File: src/rtl/serial_monitor_pkg.sv
// serial_monitor_pkg: command/response bytes and state encodings shared by the monitor
package serial_monitor_pkg;

    localparam logic [7:0] CMD_W    = 8'h57;
    localparam logic [7:0] CMD_R    = 8'h52;
    localparam logic [7:0] CMD_X    = 8'h58;
    localparam logic [7:0] RSP_OK   = 8'h2E;
    localparam logic [7:0] RSP_ERR  = 8'h3F;
    localparam logic [7:0] RSP_HALT = 8'h48;

    typedef enum logic [3:0] {
        IDLE, ARGHI, ARGLO, ARGLEN, WRDATA, RDADDR, RDWAIT, RDLATCH,
        TXWAIT, LAUNCH, RUN, HALTACK
    } mon_state_t;

    typedef enum logic [1:0] {TX_IDLE, TX_START, TX_HOLD} txq_state_t;

    function automatic logic is_cmd(input logic [7:0] b);
        return b == CMD_W || b == CMD_R || b == CMD_X;
    endfunction

endpackage

File: src/rtl/serial_monitor_if.sv
// serial_monitor_if: UART, RAM and CPU-control signals seen by the monitor
interface serial_monitor_if #(parameter int addr_width = 9);

    logic [7:0]            rx_byte;
    logic                  received;
    logic [7:0]            tx_byte;
    logic                  transmit;
    logic                  is_transmitting;
    logic [addr_width-1:0] m_raddr;
    logic [7:0]            m_dread;
    logic [addr_width-1:0] m_waddr;
    logic [7:0]            m_dwrite;
    logic                  m_write_en;
    logic                  cpu_start;
    logic [addr_width-1:0] cpu_startaddr;
    logic                  cpu_halted;
    logic                  cpu_active;

    modport master (
        input  rx_byte, received, is_transmitting, m_dread, cpu_halted,
        output tx_byte, transmit, m_raddr, m_waddr, m_dwrite, m_write_en,
               cpu_start, cpu_startaddr, cpu_active
    );

    modport slave (
        output rx_byte, received, is_transmitting, m_dread, cpu_halted,
        input  tx_byte, transmit, m_raddr, m_waddr, m_dwrite, m_write_en,
               cpu_start, cpu_startaddr, cpu_active
    );

endinterface

File: src/rtl/serial_monitor_txq.sv
// serial_monitor_txq: sends one byte per req, waiting out a busy UART and its busy-flag latency
module serial_monitor_txq
    import serial_monitor_pkg::*;
(
    input  logic       clk,
    input  logic       rst,
    input  logic       req,
    input  logic [7:0] data,
    input  logic       is_transmitting,
    output logic [7:0] tx_byte,
    output logic       transmit,
    output logic       done
);

    txq_state_t state;

    // latch byte, wait for idle transmitter, pulse transmit, hold one cycle, then report done
    always_ff @(posedge clk) begin
        if (rst) begin
            state    <= TX_IDLE;
            tx_byte  <= 8'd0;
            transmit <= 1'b0;
            done     <= 1'b0;
        end else begin
            transmit <= 1'b0;
            done     <= 1'b0;
            case (state)
                TX_IDLE: if (req) begin
                    tx_byte <= data;
                    state   <= TX_START;
                end
                TX_START: if (!is_transmitting) begin
                    transmit <= 1'b1;
                    state    <= TX_HOLD;
                end
                TX_HOLD: begin
                    done  <= 1'b1;
                    state <= TX_IDLE;
                end
                default: state <= TX_IDLE;
            endcase
        end
    end

endmodule

File: src/rtl/serial_monitor.sv
// serial_monitor: byte-serial command decoder for RAM download/dump and CPU launch
module serial_monitor
    import serial_monitor_pkg::*;
#(
    parameter int addr_width = 9
) (
    input logic clk,
    input logic rst,
    serial_monitor_if.master bus
);

    mon_state_t            state, ret;
    logic [7:0]            cmd, arg_hi, tx_data, m_dwrite;
    logic [addr_width-1:0] addr, m_raddr, m_waddr, cpu_startaddr;
    logic [8:0]            len;
    logic                  m_write_en, cpu_start, cpu_active, tx_req, tx_done;

    serial_monitor_txq u_txq (
        .clk             (clk),
        .rst             (rst),
        .req             (tx_req),
        .data            (tx_data),
        .is_transmitting (bus.is_transmitting),
        .tx_byte         (bus.tx_byte),
        .transmit        (bus.transmit),
        .done            (tx_done)
    );

    assign bus.m_raddr       = m_raddr;
    assign bus.m_waddr       = m_waddr;
    assign bus.m_dwrite      = m_dwrite;
    assign bus.m_write_en    = m_write_en;
    assign bus.cpu_start     = cpu_start;
    assign bus.cpu_startaddr = cpu_startaddr;
    assign bus.cpu_active    = cpu_active;

    // command sequencer; every transmitted byte goes through txq and resumes at ret
    always_ff @(posedge clk) begin
        if (rst) begin
            state         <= IDLE;
            ret           <= IDLE;
            cmd           <= 8'd0;
            arg_hi        <= 8'd0;
            tx_data       <= 8'd0;
            tx_req        <= 1'b0;
            addr          <= '0;
            len           <= 9'd0;
            m_raddr       <= '0;
            m_waddr       <= '0;
            m_dwrite      <= 8'd0;
            m_write_en    <= 1'b0;
            cpu_start     <= 1'b0;
            cpu_startaddr <= '0;
            cpu_active    <= 1'b0;
        end else begin
            m_write_en <= 1'b0;
            cpu_start  <= 1'b0;
            tx_req     <= 1'b0;
            case (state)
                IDLE: if (bus.received) begin
                    cmd <= bus.rx_byte;
                    if (is_cmd(bus.rx_byte)) state <= ARGHI;
                    else begin
                        tx_data <= RSP_ERR;
                        tx_req  <= 1'b1;
                        ret     <= IDLE;
                        state   <= TXWAIT;
                    end
                end
                ARGHI: if (bus.received) begin
                    arg_hi <= bus.rx_byte;
                    state  <= ARGLO;
                end
                ARGLO: if (bus.received) begin
                    addr  <= addr_width'({arg_hi, bus.rx_byte});
                    state <= (cmd == CMD_X) ? LAUNCH : ARGLEN;
                end
                ARGLEN: if (bus.received) begin
                    len   <= {bus.rx_byte == 8'd0, bus.rx_byte};
                    state <= (cmd == CMD_W) ? WRDATA : RDADDR;
                end
                WRDATA: if (bus.received) begin
                    m_write_en <= 1'b1;
                    m_waddr    <= addr;
                    m_dwrite   <= bus.rx_byte;
                    addr       <= addr + 1'b1;
                    len        <= len - 1'b1;
                    if (len == 9'd1) begin
                        tx_data <= RSP_OK;
                        tx_req  <= 1'b1;
                        ret     <= IDLE;
                        state   <= TXWAIT;
                    end
                end
                RDADDR: begin
                    m_raddr <= addr;
                    addr    <= addr + 1'b1;
                    len     <= len - 1'b1;
                    state   <= RDWAIT;
                end
                RDWAIT: state <= RDLATCH;
                RDLATCH: begin
                    tx_data <= bus.m_dread;
                    tx_req  <= 1'b1;
                    ret     <= (len == 9'd0) ? IDLE : RDADDR;
                    state   <= TXWAIT;
                end
                TXWAIT: if (tx_done) state <= ret;
                LAUNCH: begin
                    cpu_start     <= 1'b1;
                    cpu_active    <= 1'b1;
                    cpu_startaddr <= addr;
                    state         <= RUN;
                end
                RUN: if (bus.cpu_halted) begin
                    cpu_active <= 1'b0;
                    state      <= HALTACK;
                end
                HALTACK: begin
                    tx_data <= RSP_HALT;
                    tx_req  <= 1'b1;
                    ret     <= IDLE;
                    state   <= TXWAIT;
                end
                default: state <= IDLE;
            endcase
        end
    end

endmodule

File: src/flat_wrapper.sv
// flat-port wrapper written by rule: the top's interface ports become plain ports
module serial_monitor_flat import serial_monitor_pkg::*;
#(
    parameter int addr_width = 9
)
  (clk, rst, bus_rx_byte, bus_received, bus_is_transmitting, bus_m_dread, bus_cpu_halted, bus_tx_byte, bus_transmit, bus_m_raddr, bus_m_waddr, bus_m_dwrite, bus_m_write_en, bus_cpu_start, bus_cpu_startaddr, bus_cpu_active);
  serial_monitor_if #(.addr_width(addr_width)) bus_i ();
  input logic clk;
  input logic rst;
  input wire logic [$bits(bus_i.rx_byte)-1:0] bus_rx_byte;
  input wire logic [$bits(bus_i.received)-1:0] bus_received;
  input wire logic [$bits(bus_i.is_transmitting)-1:0] bus_is_transmitting;
  input wire logic [$bits(bus_i.m_dread)-1:0] bus_m_dread;
  input wire logic [$bits(bus_i.cpu_halted)-1:0] bus_cpu_halted;
  output wire logic [$bits(bus_i.tx_byte)-1:0] bus_tx_byte;
  output wire logic [$bits(bus_i.transmit)-1:0] bus_transmit;
  output wire logic [$bits(bus_i.m_raddr)-1:0] bus_m_raddr;
  output wire logic [$bits(bus_i.m_waddr)-1:0] bus_m_waddr;
  output wire logic [$bits(bus_i.m_dwrite)-1:0] bus_m_dwrite;
  output wire logic [$bits(bus_i.m_write_en)-1:0] bus_m_write_en;
  output wire logic [$bits(bus_i.cpu_start)-1:0] bus_cpu_start;
  output wire logic [$bits(bus_i.cpu_startaddr)-1:0] bus_cpu_startaddr;
  output wire logic [$bits(bus_i.cpu_active)-1:0] bus_cpu_active;
  assign bus_i.rx_byte = bus_rx_byte;
  assign bus_i.received = bus_received;
  assign bus_i.is_transmitting = bus_is_transmitting;
  assign bus_i.m_dread = bus_m_dread;
  assign bus_i.cpu_halted = bus_cpu_halted;
  assign bus_tx_byte = bus_i.tx_byte;
  assign bus_transmit = bus_i.transmit;
  assign bus_m_raddr = bus_i.m_raddr;
  assign bus_m_waddr = bus_i.m_waddr;
  assign bus_m_dwrite = bus_i.m_dwrite;
  assign bus_m_write_en = bus_i.m_write_en;
  assign bus_cpu_start = bus_i.cpu_start;
  assign bus_cpu_startaddr = bus_i.cpu_startaddr;
  assign bus_cpu_active = bus_i.cpu_active;
  serial_monitor #(.addr_width(addr_width)) u_core (.clk(clk), .rst(rst), .bus(bus_i));
endmodule
File: config.mk
export PLATFORM = sky130hd
export DESIGN_NAME = serial_monitor_flat
export DESIGN_NICKNAME = d
export VERILOG_FILES = /design/src/rtl/serial_monitor_pkg.sv /design/src/rtl/serial_monitor_if.sv /design/src/rtl/serial_monitor_txq.sv /design/src/rtl/serial_monitor.sv /design/src/flat_wrapper.sv
export SDC_FILE = /design/constraint.sdc
export NUM_CORES = 1
export LEC_CHECK = 0
export BUFFER_PORTS_ARGS = -buffer_cell sky130_fd_sc_hd__buf_2
export CAP_MARGIN = 20
export CORE_MARGIN = 2
export CORE_UTILIZATION = 25
export CTS_CLUSTER_DIAMETER = 80
export DETAILED_ROUTE_END_ITERATION = 8
export PLACE_DENSITY = 0.49
export SETUP_SLACK_MARGIN = 0.5
export SYNTH_ARGS = -nofsm -noshare
export SYNTH_HDL_FRONTEND = slang
export SYNTH_SLANG_ARGS = --single-unit
File: constraint.sdc
create_clock -name clk -period 2.07 [get_ports clk]
set_clock_uncertainty 0.05 [all_clocks]
set_input_delay 0 -clock clk [delete_from_list [all_inputs] [get_ports clk]]
set_output_delay 0 -clock clk [all_outputs]
set_load 0.01 [all_outputs]
### Word-level counts from Yosys, hierarchy flattened

Index checks and enable logic that the tools add are counted.

* word-level logic and storage cells: 119
* bits of input ports: 21
* bits in registers: 94
* output and inout port bits: 47

* bitwise logic cells: 2
* equality and inequality tests: 30
* reduce and logical (&&, ||, !) cells: 23
* multiplexer cells: 43
* $add $sub $neg: 2

Operators with widths (number)
* $mux W4: 14
* $pmux W9 S3: 2
* $pmux W4 S11: 1
* $eq A8 B7 Y1 const B: 5
* $mux W9: 4
* $mux W8: 4
* $pmux W8 S4: 1
* $ne A2 B2 Y1 const B: 9
* $eq A4 B3 Y1 const B: 4
* $eq A4 B4 Y1 const B: 4
* $pmux W4 S4: 1
* $reduce_and A2 Y1: 6
* $mux W1: 10
* $add A9 B1 Y9 const B: 1
* $eq A9 B1 Y1 const B: 1
* $logic_not A9 Y1: 1
* $sub A9 B1 Y9 const B: 1
* $eq A4 B2 Y1 const B: 2
* $logic_not A8 Y1: 1
* $reduce_and A8 Y1: 1
* $reduce_and A3 Y1: 2
* $reduce_bool A3 Y1: 2
* $reduce_or A2 Y1: 3
* $reduce_and A5 Y1: 1
* other kinds (15): 19

### Longest topological paths before layout

Gate-level depths: netlist (run 1).

* depth in word-level cells: 6
* gate-level depth with buffers: 8
* mapped depth without buffers: 7

### Modules after synthesis

Synthesis (run 1) repeated with hierarchy kept, for this count alone.

* cell total of the unflattened synthesis: 508
* area total of the unflattened synthesis: 4146.5 sq um

Modules (own cells, without submodules)
* serial_monitor: seq. area each 1581.5 sq um, area an instance 3648.5 sq um, cells each 463, times used 1
* serial_monitor_txq: seq. area each 240.2 sq um, area an instance 498.0 sq um, cells each 45, times used 1

### Worst setup path after synthesis (run 1)

OpenSTA, ideal clock, no wires.

* path type: register to register
* from: register u_core.len[4]
* to: register u_core.tx_data[1]
* path buffers: 1
* stages on the path, launching flop included: 7
* data arrival time: 1.876 ns
* library setup time: 0.091 ns
* setup slack: 0.053 ns
* period minus slack after synthesis: 2.017 ns
* required time: 1.929 ns
* path through: dfxtp_1 or3_4 or4_4 a211oi_2 buf_6 nor2_2 a311oi_1

* word-level cells in the longest chain between the ends: 3

Ends and longest elaborated chain
* from (decl): line serial_monitor.sv:15 `logic [8:0] len;`
* from (signal assigned): line serial_monitor.sv:79 `len <= {bus.rx_byte == 8'd0, bus.rx_byte};`
* from (signal assigned): line serial_monitor.sv:87 `len <= len - 1'b1;`
* from (signal assigned): line serial_monitor.sv:98 `len <= len - 1'b1;`
* $eq A9 B1 Y1: line serial_monitor.sv:88 `if (len == 9'd1) begin`
* $ne A2 B1 Y1 (no source line)
* $reduce_and A5 Y1 (no source line)
* to (signal assigned): line serial_monitor.sv:103 `tx_data <= bus.m_dread;`
* to (decl): line serial_monitor.sv:13 `logic [7:0] cmd, arg_hi, tx_data, m_dwrite;`

Every way passes these cells.
A chain may end at the register's enable or synchronous reset.

### Worst setup path after layout (run 1)

* from: register u_core.len[6]
* to: register u_core.tx_data[1]

The elaborated chain is that of the path after synthesis.

==> metrics, run 1 <==
status=completed; P_int=3610 uW; clock tree buffer depth=2; Final Slew Violations=0; Initial Utilization=25.2%; post-route ant nets=0; Root Buffer=clkbuf_16; share of the synthesized area in the top cell type=44.0%; fin crit share=98.5%; worst slew pin tran=719 ps; CP required=2280 ps; die area=17600 um2; drt pass-1 iters=5; port buffer count=67; Net Count, Synth=541; Hold WS=7.62 ps; GRT Util Overall=16.6%; number of clock sinks=91; DRC=0; worst-skew pair later-pin latency=360 ps; post-synthesis sequential area ratio=44.0%; diode count=0; Die Height=133 um; GPL Wtd Cong=0.870; CTS tree=yes; Post-synth top flop=dfxtp_1; clock slew at reported path FFs=70 ps; htree depth=3; Vias/cell=5.07; Max Fclk=490 MHz; Yosys reg bits=91; net switching power=1340 uW; sequential share of power=38.0%; RSZ-0062 raised after global routing=yes; Vias=4532; Netlist cell types=57; wire per inst=17.3 um; Routed WL=15500 um; share of cells above drive strength 1=49.0%; CP cell instances=or3_4 > or4_4 > a211oi_2 > buf_4 > nor2_2 > a311oi_1; IO Pins=68; initial antenna violation count=0; worst vdd ir=0.384 mV; delay-heaviest family, CP=simple AND/OR/NAND/NOR gates; critical path fanouts, max=6; initial drt markers=352; Synth area leader=dfxtp_1; count leader, synth=dfxtp_1; Die X=133 um; power share of the combinational group=22.1%; clock group share of total power=40.0%; Fin. Hold Viols=0; area grow syn2layout=70.9%; first-pass GRT wire length=22800 um; total CTS buffers=9; crit end category=flop; slowest CP cell=or4_4; post-layout minimum cycle time=2040 ps; placement row count=47; Critical Path Start Type=flop; Hold Path Class=in -> reg; final setup violation count=0; largest cells by area after synthesis=dfxtp_1 (44%), a21oi_1 (7.0%), nand2_1 (6.9%); pin count of the biggest net entering global routing=53; half-perimeter wire length after placement=8560 um; post-route setup TNS=0 ps; Post-synth EDFFs=0; Post-Syn Area per Cell=8.02 um2; max incr delay on CP=500 ps; Gate Count Post-Synth=516; Power Density=700 nW/um2; relative slew slack=52.0%; worst setup path category=reg -> reg; WP data arrival=2240 ps; max_cap viols=0; ys async rst share=0%; Post-Syn Area=4140 um2; area of the core=16400 um2; Syn. warnings=0; Pleak=0.00268 uW; fin nets=694; vias in the first global route=4237; CP bufs+invs=1; switching portion of total power=27.1%; grt total ovfl=0; most frequent cells after synthesis=dfxtp_1 (91), nand2_1 (76), a21oi_1 (58), nor2_1 (56), clkbuf_1 (32)
-- timing repair --
action	in CTS	in global routing
endpoints found under the hold margin	29	0
setup buffers	26	20
endpoints found under the setup margin	77	75
hold buffers	16	0
cloned	12	5
pin swaps	35	82
gates resized for setup	118	137
-- state kept, by name (all words and copies together), names as in the netlist, 2 cells and up --
| register | count |
|---|---|
| u_core.u_txq.state | 2 |
| u_core.len | 9 |
| u_core.bus.m_raddr | 9 |
| u_core.state | 4 |
| u_core.bus.m_dwrite | 8 |
| u_core.cmd | 8 |
| u_core.addr | 9 |
| u_core.bus.cpu_startaddr | 9 |
| u_core.bus.m_waddr | 9 |
| u_core.u_txq.tx_byte | 8 |
| u_core.tx_data | 8 |
-- cell families (layout without fill, tap and decap cells) --
kind of cell	Yosys count	in the layout	synth area share, %
and+or+nand+nor	233	235	27.6
AOI/OAI and AO/OA	124	125	17.9
DFF	91	91	44.0
buffers and inverters	43	198	4.17
muxes	20	20	4.84
adders and majority gates	4	4	1.21
xor gates and xnor gates	1	1	0.212
-- power groups by stage --
stage / clock [uW] / combinational (uW) / sequential, uW
global route: 2090 / 1160 / 1890
detailed placement: 0 / 609 / 1920
finish: 1980 / 1090 / 1880
floorplan: 0 / 422 / 1900
global placement: 0 / 598 / 1910
CTS: 2010 / 825 / 1880
-- final cells by class --
type | count | area [um2]
clock buffers | 10 | 239
repair buffers | 177 | 1610
inverters | 5 | 18.8
clock inverters | 6 | 116
well taps | 220 | 275
fillers | 1523 | 9340
multi-input cells | 385 | 2970
flip-flops and latches | 91 | 1840
-- path summary, 6_finish.rpt --
path	slack [ps]	cells past startpoint	from	endpoint
worst max-delay path	30	6	u_core.len[6]	u_core.tx_data[1]
worst min-delay path	8	3	bus_m_dread[6]	u_core.tx_data[6]
worst max register to register	30	6	u_core.len[6]	u_core.tx_data[1]
worst min register to register	400	2	u_core.bus.m_raddr[0]	u_core.bus.m_raddr[0]
-- cells in the final DEF, fill, tap and decap left out, types with 14 or more instances in the layout --
master / count
buf_2: 69
nand2_1: 49
buf_6: 22
a21oi_1: 24
buf_4: 47
nor2_1: 45
a21oi_2: 33
nand2_2: 16
mux2i_1: 19
o21ai_1: 14
dlygate4sd3_1: 16
dfxtp_1: 82
-- metrics by stage --
| stage | setup WS [ps] | cell area (um2) | cells | power (uW) | util (%) |
|---|---|---|---|---|---|
| final | 31.2 | 7070 | 894 | 4950 | 43.1 |
| after global routing | -23.1 | 7070 | 894 | 5140 | 43.1 |
| after CTS | 65.7 | 6330 | 869 | 4720 | 38.6 |
| after detailed placement | 22.2 | 4920 | 799 | 2520 | 30.0 |
| after global placement | 76.7 | 4920 | 799 | 2510 | 30.0 |
| after floorplan | 151 | 4220 | 516 | 2320 | - |
-- worst min-delay path, cell delays in order --
cell	delay [ps]
buf_2	100
a21oi_1	150
o32ai_2	100
-- metal layers --
layer | GRT usage (%) | wire length (um) | vias up
met2 | 26.8 | 7440 | 158
li1 | - | - | 2150
met4 | 8.06 | 460 | 0
met5 | 0 | 0 | -
met3 | 3.45 | 846 | 30
met1 | 21.1 | 6750 | 2194
Power figures use the tool's default switching activity.
==> run 2, diff against run 1 <==
--- a/config.mk
+++ b/config.mk
@@ -11,7 +11,8 @@
 export CORE_UTILIZATION = 25
 export CTS_CLUSTER_DIAMETER = 80
 export DETAILED_ROUTE_END_ITERATION = 8
-export PLACE_DENSITY = 0.49
+export MAX_ROUTING_LAYER = met4
+export PLACE_DENSITY = 0.38
 export SETUP_SLACK_MARGIN = 0.5
 export SYNTH_ARGS = -nofsm -noshare
 export SYNTH_HDL_FRONTEND = slang
==> constraint.sdc (replaced) <==
create_clock -name clk -period 1.95 [get_ports clk]
set_clock_uncertainty 0.05 [all_clocks]
set_input_delay 0 -clock clk [delete_from_list [all_inputs] [get_ports clk]]
set_output_delay 0 -clock clk [all_outputs]
set_load 0.01 [all_outputs]
==> run 2 against run 1 <==
Effect of this change:
- the flow now finishes with violations (negative setup slack)
- hold slack better by 8.3 ps
- combinational power hardly changed
- worst setup slack got worse by 120 ps
- cell area fell by 4.9%
- final cell count down 0.11%
- largest cell class unchanged
==> metrics, run 2 (same netlist as run 1, synthesis figures left out) <==
initial antenna violation count=0; IO Pins=68; Routed WL=14800 um; failing checks=negative setup slack; DRC=0; Placement Setup Slack=-91.7 ps; first-pass GRT wire length=23400 um; status=finished, violations left; hold_sp=rst; placement row count=47; grt total ovfl=0; total CTS buffers=9; most frequent cells in the layout=dfxtp_1 (85), buf_2 (67), buf_4 (51); final setup violation count=12; GRT Util Overall=17.4%; diode count=0; worst slew pin tran=484 ps; critical path fanouts, max=8; initial drt markers=265; clock tree buffer depth=2; worst-skew pair later-pin latency=350 ps; Final Slew Violations=0; Critical Path Start=u_core.len[6]; GPL Wtd Cong=0.841; clock slew at reported path FFs=60 ps; max_cap viols=0; WP data arrival=2250 ps; worst vdd ir=0.402 mV; relative slew slack=67.8%; wire per inst=16.5 um; critical path depth in cells=6; share of cells above drive strength 1=45.3%; fin nets=693; port buffer count=67; # fillers=1629; crit end category=flop; half-perimeter wire length after placement=9290 um; hold depth=2; CTS tree=yes; Hold WS=15.9 ps; Hold Path Class=in -> reg; Root Buffer=clkbuf_16; Pleak=0.00259 uW; Register-to-Register Path Depth=6; fin crit share=105%; vias in the first global route=4271; area of the core=16400 um2; reg2reg setup slack=-90 ps; RSZ-0062 raised after global routing=yes; Die X=133 um; post-route ant nets=0; die area=17600 um2; post-layout minimum cycle time=2040 ps; delay-heaviest family, CP=simple AND/OR/NAND/NOR gates; Power Density=707 nW/um2; Inst Count DP=818; CP cell instances=or3_4 > or4_4 > a211oi_4 > buf_12 > nor2_2 > a311oi_1; number of clock sinks=91; Vias=4332; Critical Path Start Type=flop; CP bufs+invs=1; Max Fclk=490 MHz; worst setup margin=-91.4 ps; drt pass-1 iters=5; CP required=2160 ps; worst setup path category=reg -> reg; Initial Utilization=25.2%; commonest non-fill, non-tap cell in the layout=dfxtp_1; slowest CP cell=or4_4; Fin. Hold Viols=0; Die Height=133 um; Post-Layout Cell Count=893; pin count of the biggest net entering global routing=37; max incr delay on CP=500 ps; Vias/cell=4.85; worst reg2reg path startpoint=u_core.len[6]; htree depth=3; area grow syn2layout=62.6%
[run 2: stage by stage]
| step | util, % | TNS (ps) | power [uW] | area (um2) |
|---|---|---|---|---|
| 2_1_floorplan | - | 0 | 2470 | 4220 |
| 3_3_place_gp | 31.0 | -134 | 2730 | 5090 |
| 3_5_place_dp | 31.0 | -304 | 2740 | 5090 |
| 4_1_cts | 38.5 | -433 | 4690 | 6320 |
| 5_1_grt | 41.0 | -1410 | 4990 | 6730 |
| 6_report | 41.0 | -519 | 4760 | 6730 |
[run 2: layout make-up]
class,instances,area (um2),share of cell area (%)
Inverter,5,18.8,0.279
Clock inverter,5,36.3,0.539
Multi-Input combinational cell,383,2810,41.8
Sequential cell,91,1830,27.3
Tap cell,220,275,4.09
Timing Repair Buffer,178,1500,22.3
Clock buffer,11,253,3.76
[run 2: worst reg2reg max path, stage by stage, from the launching register on]
cell      delay, ps
dfxtp_2         320
or3_4           380
or4_4           500
a211oi_4        280
buf_12          170
nor2_2           40
a311oi_1        220
[run 2: layer usage]
metal / wire, um / global-route usage [%]
met1: 7080 / 22.9
met4: 282 / 6.57
met3: 496 / 3.30
met2: 6910 / 26.4
met5: 0 / -
[run 2: power breakdown]
group	internal [uW]	leakage, uW	switching, uW
combinational	540	0.00170	530
clock	938	0.000146	759
sequential	1940	0.000740	55.2
total	3410	0.00259	1340
[run 2: what timing repair did]
action | CTS | global route
endpoints found under the hold margin | 27 | 0
setup endpoints to repair | 67 | 77
gates resized for setup | 128 | 88
buffers inserted | 28 | 8
hold buffers | 17 | 0
pin swaps | 48 | 40
cloned | 5 | 1
[run 2: worst paths after layout]
kind / to
max: u_core.tx_data[1]
max reg2reg: u_core.tx_data[1]
min reg2reg: u_core.bus.m_raddr[5]
min: u_core.u_txq.tx_byte[2]
